$ cat src/rtl/devre_tasarimi_mux_pkg.sv
// Shared opcode encoding for the operation-select stage.
package devre_tasarimi_mux_pkg;

    typedef enum logic [1:0] {
        OP_AND = 2'b00,
        OP_OR  = 2'b01,
        OP_XOR = 2'b10,
        OP_ADD = 2'b11
    } op_e;

endpackage

$ cat src/rtl/devre_tasarimi_mux_reg_mux4.sv
// Generic N-bit 4:1 combinational mux; select follows the opcode encoding.
module mux4
    import devre_tasarimi_mux_pkg::*;
#(
    parameter int unsigned N = 2
) (
    input  logic [N-1:0] i0,
    input  logic [N-1:0] i1,
    input  logic [N-1:0] i2,
    input  logic [N-1:0] i3,
    input  logic [1:0]   sel,
    output logic [N-1:0] y
);

    // Route the selected input to the output.
    always_comb begin
        y = i0;
        case (op_e'(sel))
            OP_AND:  y = i0;
            OP_OR:   y = i1;
            OP_XOR:  y = i2;
            OP_ADD:  y = i3;
            default: y = i0;
        endcase
    end

endmodule

$ cat src/rtl/devre_tasarimi_mux_reg.sv
// Two-operand, four-function selector with a registered N-bit result.
module devre_tasarimi_mux_reg
    import devre_tasarimi_mux_pkg::*;
#(
    parameter int unsigned N = 2
) (
    input  logic         clk,
    input  logic         rst,
    input  logic [N-1:0] C,
    input  logic [N-1:0] D,
    input  logic [1:0]   opcode,
    output logic [N-1:0] F
);

    logic [N-1:0] and_res;
    logic [N-1:0] or_res;
    logic [N-1:0] xor_res;
    logic [N-1:0] add_res;
    logic [N-1:0] mux_y;
    logic [N-1:0] f_d;
    logic [N-1:0] f_q;
    op_e          op_sel;

    // All four candidate results in parallel; the add carry-out is dropped.
    assign and_res = C & D;
    assign or_res  = C | D;
    assign xor_res = C ^ D;
    assign add_res = N'(C + D);
    assign op_sel  = op_e'(opcode);

    mux4 #(
        .N (N)
    ) u_mux4 (
        .i0  (and_res),
        .i1  (or_res),
        .i2  (xor_res),
        .i3  (add_res),
        .sel (op_sel),
        .y   (mux_y)
    );

    // Next value of the result register is the selected function.
    always_comb begin
        f_d = mux_y;
    end

    // Result register; reset clears it immediately and wins over the clock.
    always_ff @(posedge clk or posedge rst) begin
        if (rst) begin
            f_q <= '0;
        end else begin
            f_q <= f_d;
        end
    end

    assign F = f_q;

endmodule

$ cat config.mk
export PLATFORM = sky130hd
export DESIGN_NAME = devre_tasarimi_mux_reg
export DESIGN_NICKNAME = d
export VERILOG_FILES = /design/src/rtl/devre_tasarimi_mux_pkg.sv /design/src/rtl/devre_tasarimi_mux_reg_mux4.sv /design/src/rtl/devre_tasarimi_mux_reg.sv
export SDC_FILE = /design/constraint.sdc
export NUM_CORES = 1
export LEC_CHECK = 0
export CAP_MARGIN = 20
export CORE_AREA = 2 2 39 41
export CTS_CLUSTER_SIZE = 10
export DETAILED_ROUTE_END_ITERATION = 8
export DIE_AREA = 0 0 41 43
export MAX_ROUTING_LAYER = met4
export PLACE_DENSITY_LB_ADDON = 0.08
export SYNTH_ARGS = -nofsm -noshare
export SYNTH_HDL_FRONTEND = slang
export SYNTH_HIERARCHICAL = 1
export SYNTH_SLANG_ARGS = --single-unit
$ cat constraint.sdc
create_clock -name clk -period 0.8 [get_ports clk]
set_clock_uncertainty 0.15 [all_clocks]
set_input_delay 0.2 -clock clk [delete_from_list [all_inputs] [get_ports clk]]
set_output_delay 0.2 -clock clk [all_outputs]
set_load 0.05 [all_outputs]
======== Word-level counts from Yosys, hierarchy flattened ========
Index checks and enable logic that the tools add are counted.
W data, S select, Z words.
operators by class
  add/sub/neg operators ................... 1
  multiply operators ...................... 0
  divide/modulo/power cells ............... 0
  order comparisons ....................... 0
  eq/ne operators ......................... 3
  shifts and indexed selects .............. 0
  multiplexer cells ....................... 1
  bitwise gates (word level) .............. 3
  reductions and logical operators ........ 1
operators with widths
  cell                  number
  $pmux W2 S4           1
  $eq A2 B2 Y1 const B  2
  $add A2 B2 Y2         1
  $and A2 B2 Y2         1
  $eq A2 B1 Y1 const B  1
  $logic_not A2 Y1      1
  $or A2 B2 Y2          1
  $xor A2 B2 Y2         1
storage, ports and cells
  flip-flop bits (word level) ............. 2
  bits in latches ......................... 0
  bits in writable memories ............... 0
  bits in read-only memories .............. 0
  input bits .............................. 8
  output and inout port bits .............. 2
  logic and storage cells ................. 10
  memories ................................ 0

======== Depth between registers and ports, before layout ========
  word-level depth ........................ 2
  depth in mapped cells ................... 4
  gate-level depth less buffers ........... 4

======== Hierarchy ========
Netlist, hierarchy kept.
modules (own cells, without submodules)
  module                  instances  cells an instance  area each (sq um)  sequential area each (sq um)
  devre_tasarimi_mux_reg  1          14                 135.1              50.0
  mux4                    1          2                  52.6               0.0

======== Worst setup path before layout ========
OpenSTA, ideal clock, no wires.
  path type ............................... input-to-reg
  start point ............................. in C[1]
  end point ............................... reg f_q[1] (netlist: F[1])
  setup time .............................. 140 ps
  arrival ................................. 1099 ps
  data required time ...................... 510 ps
  path slack .............................. -589 ps
  stages on the path ...................... 4
  buffers on the path ..................... 0
  cell sequence ........................... inv_1 ha_1 xor2_1 mux4_1
between the ends
  longest elaborated chain between the ends .. 2
  elaborated cells between the ends (all ways) .. 5
  those cells by class .................... 1 x add/sub; 1 x mux; 3 x bitwise
RTL lines
  what                    RTL line                           source
  start: declaration      devre_tasarimi_mux_reg.sv:9        input logic [N-1:0] C,
  $xor A2 B2 Y2           devre_tasarimi_mux_reg.sv:27       assign xor_res = C ^ D;
  via xor_res[1]          devre_tasarimi_mux_reg.sv:17       logic [N-1:0] xor_res;
  $pmux W2 S4             devre_tasarimi_mux_reg_mux4.sv:18  case (op_e'(sel))
  via f_d[1]              devre_tasarimi_mux_reg.sv:20       logic [N-1:0] f_d;
  end signal: assignment  devre_tasarimi_mux_reg.sv:50       f_q <= '0;
  end signal: assignment  devre_tasarimi_mux_reg.sv:52       f_q <= f_d;
  end: declaration        devre_tasarimi_mux_reg.sv:21       logic [N-1:0] f_q;
The timed path passes the listed nets, and every way through them passes these cells.

======== Worst setup path after layout ========
Same ends and word-level chain as after synthesis.

==> results.txt <==
outcome: finished, violations left
violated checks: hold timing, setup timing
cell count along the critical path: 5
Worst setup EP type: flop
IO Pins: 10
synth warn: 6
sw power: 0.0001775 W
final hold vios: 2
Slew headroom: 91.11%
initial antenna violation count: 0
placed insts: 41
TritonRoute pass-1 iters: 2
Die X: 41 µm
syn_area_per_cell: 11.73 µm²
cell area power density: 1463 mW/mm²
post-synth net total: 28
switching share of power: 28.60%
Final period util: 149.4%
Most Used Layer, Global Route: met2
Starting Density: 13.56%
Synth top cells by count: 7 x inv_1, 4 x ha_1, 2 x dfrtp_1, 2 x mux4_1, 1 x xor2_1
ranking of synthesized cells by area: mux4_1 28%, dfrtp_1 27%, ha_1 27%
final setup vio count: 4
count of different cell masters after synthesis: 5
Post-synth EDFFs: 0
Max stage delay on crit path: 0.46 ns
total CTS buffers: 3
CP required: 0.74 ns
CTS max path bufs: 2
DR vias: 152
fraction of registers with async set/reset: 100.0%
Placer Congestion: 0.5774
Syn-to-layout area delta: 126.0%
layout cells sized above 1: 66.67%
Leakage: 0.1876 nW
crit path DAT: 1.13 ns
share of the synthesized area in the top cell type: 28.00%
CP Max Fanout: 2
slowest cell on the critical path: mux4_2
CTS tree: yes
chip height: 43 µm
first-pass GRT wire length: 717 µm
Core Box Area: 0.001384 mm²
Worst IR Drop VDD: 0.4277 mV
vias per cell: 3.304
CTS Sinks: 2
max capacitance violation total: 0
Clk pwr share: 40.1%
Largest delay share family, worst path: multiplexers
Global Route met1 Usage: 7.143%
Starting DRT DRC Count: 1
Comb pwr share: 39.3%
hold slack: -0.02172 ns
Mapped Cells: 16
internal power consumption: 0.0004431 W
HP Class: input pin to asynchronous set/reset pin
Remaining Overflow, GRT: 0
sequential share of power: 20.6%
Rows: 14
Routed WL: 357 µm
Startpoint Class: input pin
grt met2 use: 9.375%
routed len/inst: 7.761 µm
Slew Viols, Final: 0
most common cell in the synthesized netlist: inv_1
DRC: 0
Final HPWL DP: 294.8 µm
htree depth: 1
fmax: 836.4 MHz
synthesized cell area: 187.7 µm²
cell taking the most area after synthesis: mux4_1
pin count of the biggest net entering global routing: 3
clock root buffer: clkbuf_4
DRT antenna net count: 0
Setup CP Type: input pin to flop
M3 GR Usage: 1.571%
final worst slack: -0.3956 ns
# diodes: 0
slew at the pin with the worst max-slew slack: 0.1333 ns
Synth Register Bits: 2
RSZ-0062 raised after global routing: yes
# port buffers: 9
final net count: 43
Final Util: 30.65%
max reg flops: 2
top_reg_cell synth: dfrtp_1
die area: 0.001763 mm²
CTS clk-pin slew, worst paths: 0.04 ns
Non-Filler Instances: 46
Placement Setup Slack: -1.244 ns
sequential-to-total area share from yosys stat: 26.67%
fin crit period: 1.196 ns
All-Layer GR Usage: 6.605%
Buf/Inv on CP: 2
critical-path cell list: buf_8 > inv_4 > ha_4 > xor2_1 > mux4_2
vias in the first global route: 192
-- layout make-up --
| type | instances | area (µm²) |
|---|---|---|
| Fill cell | 145 | 959.7 |
| Multi-Input combinational cell | 7 | 141.4 |
| Timing Repair Buffer | 10 | 138.9 |
| Sequential cell | 2 | 51.30 |
| Inverter | 7 | 46.29 |
| Clock buffer | 4 | 26.28 |
| Tap cell | 16 | 20.02 |
-- path summary, 6_finish.rpt --
kind,start,slack [ns],to
max,C[1],-0.40,F[1]
min,rst,-0.02,F[0]
max in group asynchronous,rst,0.40,F[0]
min in group clk,opcode[1],0.27,F[0]
-- placed cells by master, fill, tap and decap left out --
cell             netlist  final
buf_12                 0      2
dfrtp_1                2      1
inv_12                 0      1
clkbuf_1               0      1
mux4_2                 0      2
inv_1                  7      3
buf_6                  0      1
ha_1                   4      1
xor2_1                 1      1
dfrtp_2                0      1
clkbuf_4               0      3
ha_4                   0      3
clkdlybuf4s50_1        0      1
buf_8                  0      4
inv_4                  0      3
dlygate4sd2_1          0      2
-- power groups by stage --
stage | logic [W] | clock network [W] | registers [W]
final | 0.000244 | 0.000249 | 0.000128
after global routing | 0.000263 | 0.000275 | 0.000128
after CTS | 0.000243 | 0.000265 | 0.000128
after detailed placement | 0.000218 | 0 | 0.000129
after global placement | 0.000216 | 0 | 0.000129
after floorplan | 0.0000548 | 0 | 0.000172
-- per-stage QoR --
| step | total power [W] | hold WS (ns) | cell area [µm²] | setup TNS [ns] |
|---|---|---|---|---|
| 4_1_cts | 0.0006360 | -0.02660 | 414.1 | -1.294 |
| 3_3_place_gp | 0.0003451 | 0.2079 | 340.3 | -2.392 |
| 3_5_place_dp | 0.0003476 | 0.2186 | 340.3 | -2.403 |
| 5_1_grt | 0.0006663 | -0.007139 | 424.2 | -1.344 |
| 6_report | 0.0006206 | -0.02172 | 424.2 | -1.277 |
| 2_1_floorplan | 0.0002271 | -0.2089 | 210.2 | -1.136 |
-- logic make-up (layout without fill, tap and decap cells) --
| family | count (synthesis) | count (layout) | synth area share, % |
|---|---|---|---|
| muxes | 2 | 2 | 28.00 |
| buffers and inverters | 7 | 21 | 14.00 |
| xor gates and xnor gates | 1 | 1 | 4.668 |
| DFF | 2 | 2 | 26.67 |
| adders and majority gates | 4 | 4 | 26.67 |
-- layer usage --
layer	vias up	wire, µm
met3	0	8
met2	6	213
met1	69	135
li1	77	-
met5	-	0
met4	0	0
-- timing repair --
item	in CTS	in global routing
buffers inserted	1	0
resized for setup	36	3
setup endpoints to repair	4	4
cloned	0	0
endpoints found under the hold margin	2	2
pin swaps	4	1
No activity file was read; power rests on OpenSTA's default activity.
